`src/rtl/decode_stage.sv`:
```
// Decode stage: register file, instruction decode, immediate generation,
// branch comparator and target computation. Every output is registered.
module decode_stage (
    input  logic        clk,
    input  logic        reset,
    input  logic [15:0] IPCP2,
    input  logic [15:0] pc_in,
    input  logic [15:0] ir_in,
    input  logic [3:0]  loadAddr,
    input  logic [15:0] loadData,
    input  logic        rf_write,
    input  logic        comparatorMux1Control,
    input  logic        comparatorMux2Control,
    input  logic [15:0] comparatorMuxForward,
    output logic        RegWrite,
    output logic        ALUSrc,
    output logic        MemWrite,
    output logic        MemRead,
    output logic        RegStore,
    output logic [2:0]  ALUOp,
    output logic [15:0] OPCP2,
    output logic [15:0] Arg1,
    output logic [15:0] Arg2,
    output logic [15:0] Arg3,
    output logic [15:0] Imm,
    output logic [2:0]  Rs1,
    output logic [2:0]  Rs2,
    output logic [2:0]  Rd,
    output logic [15:0] new_pc,
    output logic        jump
);

    localparam logic [3:0] OP_RTYPE = 4'h1;
    localparam logic [3:0] OP_ADDI  = 4'h2;
    localparam logic [3:0] OP_LW    = 4'h3;
    localparam logic [3:0] OP_SW    = 4'h4;
    localparam logic [3:0] OP_BEQ   = 4'h5;
    localparam logic [3:0] OP_BNE   = 4'h6;
    localparam logic [3:0] OP_JAL   = 4'h7;
    localparam logic [3:0] OP_LUI   = 4'h8;

    // R0 is hardwired to zero, so only R1..R7 are stored
    logic [15:0] regs_q [1:7];

    logic [3:0]  opcode;
    logic [2:0]  f_rd, f_rs1, f_rs2, funct;
    logic        wr_en;
    logic [15:0] rd_rs1, rd_rs2, rd_rd, cmp_a, cmp_b;

    logic        regwrite_d, alusrc_d, memwrite_d, memread_d, regstore_d, jump_d;
    logic [2:0]  aluop_d;
    logic [15:0] imm_d, new_pc_d;

    logic        regwrite_q, alusrc_q, memwrite_q, memread_q, regstore_q, jump_q;
    logic [2:0]  aluop_q, rs1_q, rs2_q, rd_q;
    logic [15:0] opcp2_q, arg1_q, arg2_q, arg3_q, imm_q, new_pc_q;

    assign opcode = ir_in[15:12];
    assign f_rd   = ir_in[11:9];
    assign f_rs1  = ir_in[8:6];
    assign f_rs2  = ir_in[5:3];
    assign funct  = ir_in[2:0];

    // Writes to R0 or to the upper (nonexistent) address half are dropped
    assign wr_en = rf_write && !loadAddr[3] && (loadAddr[2:0] != 3'd0);

    // Write-first read: a same-cycle write to the address bypasses the array
    function automatic logic [15:0] rf_read(input logic [2:0] a);
        if (a == 3'd0)
            return 16'h0000;
        else if (wr_en && loadAddr[2:0] == a)
            return loadData;
        else
            return regs_q[a];
    endfunction

    assign rd_rs1 = rf_read(f_rs1);
    assign rd_rs2 = rf_read(f_rs2);
    assign rd_rd  = rf_read(f_rd);

    assign cmp_a = comparatorMux1Control ? comparatorMuxForward : rd_rs1;
    assign cmp_b = comparatorMux2Control ? comparatorMuxForward : rd_rs2;

    // Opcode decode into controls, immediate and redirect decision
    always_comb begin
        regwrite_d = 1'b0;
        alusrc_d   = 1'b0;
        memwrite_d = 1'b0;
        memread_d  = 1'b0;
        regstore_d = 1'b0;
        jump_d     = 1'b0;
        aluop_d    = 3'b000;
        imm_d      = 16'h0000;
        case (opcode)
            OP_RTYPE: begin
                regwrite_d = 1'b1;
                aluop_d    = funct;
            end
            OP_ADDI: begin
                regwrite_d = 1'b1;
                alusrc_d   = 1'b1;
                imm_d      = {{10{ir_in[5]}}, ir_in[5:0]};
            end
            OP_LW: begin
                regwrite_d = 1'b1;
                alusrc_d   = 1'b1;
                memread_d  = 1'b1;
                imm_d      = {{10{ir_in[5]}}, ir_in[5:0]};
            end
            OP_SW: begin
                memwrite_d = 1'b1;
                alusrc_d   = 1'b1;
                regstore_d = 1'b1;
                imm_d      = {{10{ir_in[5]}}, ir_in[5:0]};
            end
            OP_BEQ: begin
                imm_d  = {{10{ir_in[11]}}, ir_in[11:9], ir_in[2:0]};
                jump_d = (cmp_a == cmp_b);
            end
            OP_BNE: begin
                imm_d  = {{10{ir_in[11]}}, ir_in[11:9], ir_in[2:0]};
                jump_d = (cmp_a != cmp_b);
            end
            OP_JAL: begin
                regwrite_d = 1'b1;
                aluop_d    = 3'b110;
                imm_d      = {{7{ir_in[8]}}, ir_in[8:0]};
                jump_d     = 1'b1;
            end
            OP_LUI: begin
                regwrite_d = 1'b1;
                alusrc_d   = 1'b1;
                aluop_d    = 3'b110;
                imm_d      = {ir_in[8:0], 7'b0};
            end
            default: ;
        endcase
    end

    // Target is always computed (wraps at 16 bits); jump qualifies it
    assign new_pc_d = pc_in + (imm_d << 1);

    // Register file update; reset clears it and blocks writes
    always_ff @(posedge clk or posedge reset) begin
        if (reset) begin
            for (int i = 1; i < 8; i++) regs_q[i] <= 16'h0000;
        end else if (wr_en) begin
            regs_q[loadAddr[2:0]] <= loadData;
        end
    end

    // Output pipeline register
    always_ff @(posedge clk or posedge reset) begin
        if (reset) begin
            regwrite_q <= 1'b0;
            alusrc_q   <= 1'b0;
            memwrite_q <= 1'b0;
            memread_q  <= 1'b0;
            regstore_q <= 1'b0;
            jump_q     <= 1'b0;
            aluop_q    <= 3'b000;
            rs1_q      <= 3'b000;
            rs2_q      <= 3'b000;
            rd_q       <= 3'b000;
            opcp2_q    <= 16'h0000;
            arg1_q     <= 16'h0000;
            arg2_q     <= 16'h0000;
            arg3_q     <= 16'h0000;
            imm_q      <= 16'h0000;
            new_pc_q   <= 16'h0000;
        end else begin
            regwrite_q <= regwrite_d;
            alusrc_q   <= alusrc_d;
            memwrite_q <= memwrite_d;
            memread_q  <= memread_d;
            regstore_q <= regstore_d;
            jump_q     <= jump_d;
            aluop_q    <= aluop_d;
            rs1_q      <= f_rs1;
            rs2_q      <= f_rs2;
            rd_q       <= f_rd;
            opcp2_q    <= IPCP2;
            arg1_q     <= rd_rs1;
            arg2_q     <= rd_rs2;
            arg3_q     <= rd_rd;
            imm_q      <= imm_d;
            new_pc_q   <= new_pc_d;
        end
    end

    assign RegWrite = regwrite_q;
    assign ALUSrc   = alusrc_q;
    assign MemWrite = memwrite_q;
    assign MemRead  = memread_q;
    assign RegStore = regstore_q;
    assign ALUOp    = aluop_q;
    assign OPCP2    = opcp2_q;
    assign Arg1     = arg1_q;
    assign Arg2     = arg2_q;
    assign Arg3     = arg3_q;
    assign Imm      = imm_q;
    assign Rs1      = rs1_q;
    assign Rs2      = rs2_q;
    assign Rd       = rd_q;
    assign new_pc   = new_pc_q;
    assign jump     = jump_q;

endmodule

```
`config.mk`:
```
export PLATFORM = sky130hd
export DESIGN_NAME = decode_stage
export DESIGN_NICKNAME = d
export VERILOG_FILES = /design/src/rtl/decode_stage.sv
export SDC_FILE = /design/constraint.sdc
export NUM_CORES = 1
export LEC_CHECK = 0
export ABC_AREA = 1
export BUFFER_PORTS_ARGS = -buffer_cell sky130_fd_sc_hd__buf_2
export CAP_MARGIN = 30
export CORE_UTILIZATION = 55
export DETAILED_ROUTE_END_ITERATION = 12
export PLACE_DENSITY = 0.78
export REMOVE_ABC_BUFFERS = 1
export SLEW_MARGIN = 20
export SYNTH_ARGS = -nofsm -noshare
export SYNTH_HDL_FRONTEND = slang
export SYNTH_SLANG_ARGS = --single-unit
```
`constraint.sdc`:
```
create_clock -name clk -period 8.5 [get_ports clk]
set_clock_uncertainty 0.05 [all_clocks]
set_input_delay 0.425 -clock clk [delete_from_list [all_inputs] [get_ports clk]]
set_output_delay 0.425 -clock clk [all_outputs]
set_load 0.05 [all_outputs]
```
Word-level counts from Yosys, hierarchy flattened
Index checks and enable logic that the tools add are counted. W data, S select, Z words.

Register bits: 225. Bits of input ports: 89.

Add/subtract/negate cells: 1. Magnitude comparators: 5. Equal/unequal tests: 13. Muxes and demuxes: 27. Bitwise gates (word level): 4. Reduce and logical (&&, ||, !) cells: 16.

Operators by type and width (count): $mux W16 (15); $bmux W16 S3 (3); $bwmux W112 (1); $pmux W16 S4 (1); $demux W16 S3 (1); $add A16 B16 Y16 (1); $eq A16 B16 Y1 (1); $eq A4 B3 Y1 const B (4); $ge A4 B4 Y1 const B (4); $ne A16 B16 Y1 (1); $not A3 Y4 (4); $eq A3 B3 Y1 (3); $logic_not A3 Y1 (3); $eq A4 B2 Y1 const B (2); $logic_and A1 B1 Y1 (6); $pmux W3 S2 (1); $reduce_or A5 Y1 (1); $eq A4 B1 Y1 const B (1); $eq A4 B4 Y1 const B (1); $lt A4 B1 Y1 const B (1); $mux W1 (4); $reduce_or A2 Y1 (2); $reduce_or A4 Y1 (1); $pmux W1 S3 (1); other kinds (3) (3).

Logic depth before layout (Yosys ltp)
Word-level depth: 9. Depth in mapped cells: 22.

Worst setup path after synthesis
Ideal clock, no wire load.

Path type: input to register. From: in ir_in[14]. To: reg new_pc_q[13] (netlist: new_pc[13]). Library setup time: 0.079 ns. Arrival time: 2.892 ns. Slack: 5.479 ns. Cell stages on the path: 22. Path buffers: 0. Cells stage by stage: inv_1 -> nor2_1 -> inv_1 -> nor3_1 -> a21oi_1 -> inv_1 -> nor2_1 -> nand2_1 -> inv_1 -> nor2_1 -> ha_1 -> inv_1 -> fa_1 -> inv_1 -> a21o_1 -> a21oi_1 -> o21ai_0 -> a21oi_1 -> nor2_1 -> nor2_1 -> o21ai_0 -> xor2_1.

Longest elaborated chain between the ends: 4. Elaborated cells between the ends (all ways): 11. Classes of those cells: add/sub (1); eq/ne (7); mux (1); reduce/logical (2).

Ends and longest elaborated chain: start, declared (RTL line 8) `input logic [15:0] ir_in,`; $eq A4 B3 Y1 / $eq A4 B2 Y1 (equally long branches) (RTL line 94) `case (opcode)`; $reduce_or A3 Y1 (no source line) / $reduce_or A2 Y1 (equally long branches); $pmux W16 S4 (*) (RTL line 94); named net imm_d[0] (RTL line 52) `logic [15:0] imm_d, new_pc_d;`; $add A16 B16 Y16 (*) (RTL line 141) `assign new_pc_d = pc_in + (imm_d << 1);`; named net new_pc_d[13] (RTL line 52); end signal, assigned (RTL line 187) `new_pc_q <= new_pc_d;`; end, declared (RTL line 56) `logic [15:0] opcp2_q, arg1_q, arg2_q, arg3_q, imm_q, new_pc_q;`.

Mark *: on every way through the listed nets, which the timed path passes. The rest lies on a longest branch. A chain may end at the register's enable or synchronous reset.

Final worst setup path
Same ends and word-level chain as after synthesis.

==> metrics.txt <==
drc violations=0; post-synthesis register bit count=about 230; Iteration-0 DRC Markers=~1600; number of placement rows=55; count of flip-flops with a built-in enable after synthesis=0; CTS root buffer=sky130_fd_sc_hd__clkbuf_16; aggregate global-route resource usage=35.0%; CP max stage delay=0.41 ns; startpoint of the most critical hold path=loadData[14]; switching portion of total power=37.1%; effective utilization at floorplan=a little under three fifths; power per unit of standard cell area=~230 mW/mm²; number of antenna violations at the first check in global routing=2; TNS Setup=0 ns; worst IR drop on VDD=0.171 mV; overall die area=0.0242 mm²; filler cell count in the final layout=around 2000; crit start category=primary input; sink count of the clock tree=about 230; Routed wire per std cell=18.1 µm; final setup violation count=0; cell count after synthesis=1866; most frequent cells in the layout=sky130_fd_sc_hd__nand2_1, sky130_fd_sc_hd__dfrtp_1, sky130_fd_sc_hd__o21ai_0, sky130_fd_sc_hd__nand3_1, sky130_fd_sc_hd__buf_2; reg-to-reg critical path endpoint=jump; post-detailed-route count of antenna-violating nets=0; result of the run=complete, no violations; Max transition margin=37.5%; area added between synthesis and finish=17.2%; number of warnings reported in the yosys synthesis log=0; hold path endpoint=regs_q[46]; final-stage net count=2137; vias in the first global route=12600; insertion delay of the later-clocked pin in the worst-skew pair=0.54 ns; ratio of final minimum period to clock period=38.7%; chain of cells forming the critical path=buf_2 > inv_1 > nor2_1 > inv_1 > nor3_1 > a21oi_1 > inv_1 > nor2_1 > nand2_1 > inv_1 > nor2_1 > ha_1 > inv_1 > fa_1 > inv_1 > a21o_1 > a21oi_1 > o21ai_0 > a21oi_1 > nor2_1 > nor2_1 > o21ai_0 > xor2_1; endpoint class of the critical path=flop; CTS buffer count=24; dpl hpwl=between 20 and 30 mm; maximum number of pins on one net before global-route repair=84; number of port buffers=202; register clock-pin slew on the reported worst setup and hold paths=0.06 ns; via count=13600; global-route congestion overflow total=0; minimum clock period=3.29 ns; Mean Syn Cell Area=6.96 µm²; share of synthesized area occupied by flip-flops and latches=a little over two fifths; data required time at the worst endpoint=8.90 ns; sum of internal, switching and leakage power=between 0.003 and 0.004 W; Comb power frac=28.8%; maximum fanout encountered on the critical timing path=4; number of iterations in the first detailed-routing pass=9; leakage=~8.2 nW; Cell Area, Synth=0.0130 mm²; total internal power=0.00218 W; number of violations of the max-capacitance limit=0; Via-to-Cell Ratio=5.77; routability congestion estimate from global placement=0.925; area of the core=0.0229 mm²; routed wire length=42.8 mm; worst flop-to-flop path startpoint=regs_q[72]; startpoint-to-endpoint class of the critical path=primary input to flop; most frequent CP cell=sky130_fd_sc_hd__inv_1; hold-critical path depth=3; vertical extent of the die=156 µm; switching power summed over all nets=0.00129 W; most common cell after layout, fill and taps aside=sky130_fd_sc_hd__nand2_1; buffers from clock root to sink, at most=3; top_reg_cell synth=sky130_fd_sc_hd__dfrtp_1; Highest Clock Rate=304 MHz; async set-or-reset flop fraction in the synthesized netlist=100%; setup slack of the most critical reg-to-reg path=6.51 ns; final count of pins violating max slew=0; I/O Pins=just over 200; slowest stage cell on the critical path=sky130_fd_sc_hd__fa_1; measured slew at the worst slew-check pin=0.934 ns; Final Hold Fails=0; clock network fraction of total power=31.2%; fraction of final layout cells sized beyond drive strength 1=about 15%; clock tree from TritonCTS=yes; die span in x=156 µm; part of the total power dissipated in sequential elements=39.9%; first-pass GRT wire length=65.7 mm; cell count of the worst reg-to-reg path=16; maximum level of the CTS H-tree=1; unrepaired setup endpoints after global routing=false; HP Class=primary input to flop; post-cts sizing count=0; critical path data arrival time=3.69 ns; Unique masters post-synth=41
[how the worst max path moves through the flow]
stage / slack (ns) / startpoint / to / cells past startpoint
2_1_floorplan: 1.86 / reset / ALUOp[0] / 1
3_3_place_gp: 4.86 / ir_in[3] / jump / 20
3_5_place_dp: 4.80 / ir_in[3] / jump / 20
4_1_cts: 5.29 / ir_in[14] / new_pc[13] / 23
5_1_grt: 4.92 / ir_in[14] / new_pc[13] / 23
6_report: 5.21 / ir_in[14] / new_pc[13] / 23
[flip-flops by register name, indices dropped and copies added, names as in the netlist]
| name | cells |
|---|---|
| ALUOp | 3 |
| ALUSrc | 1 |
| Arg1 | 16 |
| Arg2 | 16 |
| Arg3 | 16 |
| Imm | 16 |
| MemRead | 1 |
| OPCP2 | 16 |
| Rd | 3 |
| RegStore | 1 |
| RegWrite | 1 |
| Rs1 | 3 |
| Rs2 | 3 |
| jump | 1 |
| new_pc | 16 |
| regs_q | 112 |
[stage by stage]
stage	instances	worst slack, ns	area, µm²	utilization, %	hold WS, ns
3_3_place_gp	2297	4.86	14100	61.5	0.417
5_1_grt	2363	4.92	15200	66.3	0.0755
6_report	2364	5.21	15200	66.4	0.0811
2_1_floorplan	1759	1.86	12500	-	0.403
3_5_place_dp	2298	4.80	14100	61.6	0.426
4_1_cts	2358	5.29	15100	65.9	0.0717
[logic make-up (layout without fill, tap and decap cells)]
logic type               after synthesis  after routing  synth area share (%)
AO/OA/AOI/OAI                        296            296                  11.8
XOR/XNOR                              16             16                  1.22
AND/OR/NAND/NOR                     1031           1031                  33.2
other                                  0              2                     0
buffers and inverters                283            466                  8.79
flip-flops                           225            225                  43.4
adder cells (fa/ha/maj)               15             15                  1.50
[timing repair]
action,CTS,global route
setup buffers,0,0
endpoints found under the hold margin,99,0
hold buffers,18,0
[cell type report]
cell class | count | area (µm²) | share of cell area, %
clock inverters | 12 | 149 | 0.979
repair buffers | 248 | 1470 | 9.66
inverters | 176 | 668 | 4.39
well taps | 313 | 392 | 2.58
multi-input cells | 1358 | 6230 | 41.0
diodes | 2 | 5.00 | 0.0329
clock buffers | 30 | 663 | 4.36
flip-flops and latches | 225 | 5630 | 37.0
[worst max-delay path: cells and delay by family]
family | cells | cell delay (ns)
compound gates | 6 | 1.14
simple gates | 7 | 0.84
buf+inv | 7 | 0.52
xor+xnor | 1 | 0.18
fa+ha+maj | 2 | 0.58
[cells in the mapped netlist (7+ instances only)]
library cell	instances	area, µm²
sky130_fd_sc_hd__a21oi_1	65	325
sky130_fd_sc_hd__buf_2	21	105
sky130_fd_sc_hd__buf_4	8	60.1
sky130_fd_sc_hd__clkbuf_1	69	259
sky130_fd_sc_hd__dfrtp_1	225	5630
sky130_fd_sc_hd__ha_1	14	175
sky130_fd_sc_hd__inv_1	166	623
sky130_fd_sc_hd__inv_2	8	30.0
sky130_fd_sc_hd__nand2_1	690	2590
sky130_fd_sc_hd__nand2_2	7	43.8
sky130_fd_sc_hd__nand3_1	208	1040
sky130_fd_sc_hd__nand3_2	9	90.1
sky130_fd_sc_hd__nand4_1	20	125
sky130_fd_sc_hd__nor2_1	83	312
sky130_fd_sc_hd__nor3_1	7	35.0
sky130_fd_sc_hd__o21ai_0	210	1050
sky130_fd_sc_hd__xor2_1	9	78.8
[routing by layer]
metal | vias to the layer above | wire (µm) | track usage (%)
li1 | 6314 | - | -
met3 | 217 | 5180 | 7.39
met1 | 6138 | 16100 | 45.7
met4 | 0 | 2440 | 18.6
met5 | - | 0 | 0
met2 | 969 | 19100 | 54.8
[power by group through the flow]
stage / sequential (W) / combinational [W] / clock (W)
floorplan: 0.00161 / 0.000453 / 0
global placement: 0.00139 / 0.000947 / 0
detailed placement: 0.00139 / 0.000967 / 0
CTS: 0.00138 / 0.000980 / 0.00109
global route: 0.00140 / 0.00109 / 0.00114
finish: 0.00138 / 0.000999 / 0.00108
Note: power is estimated with default switching activity, not from simulation.
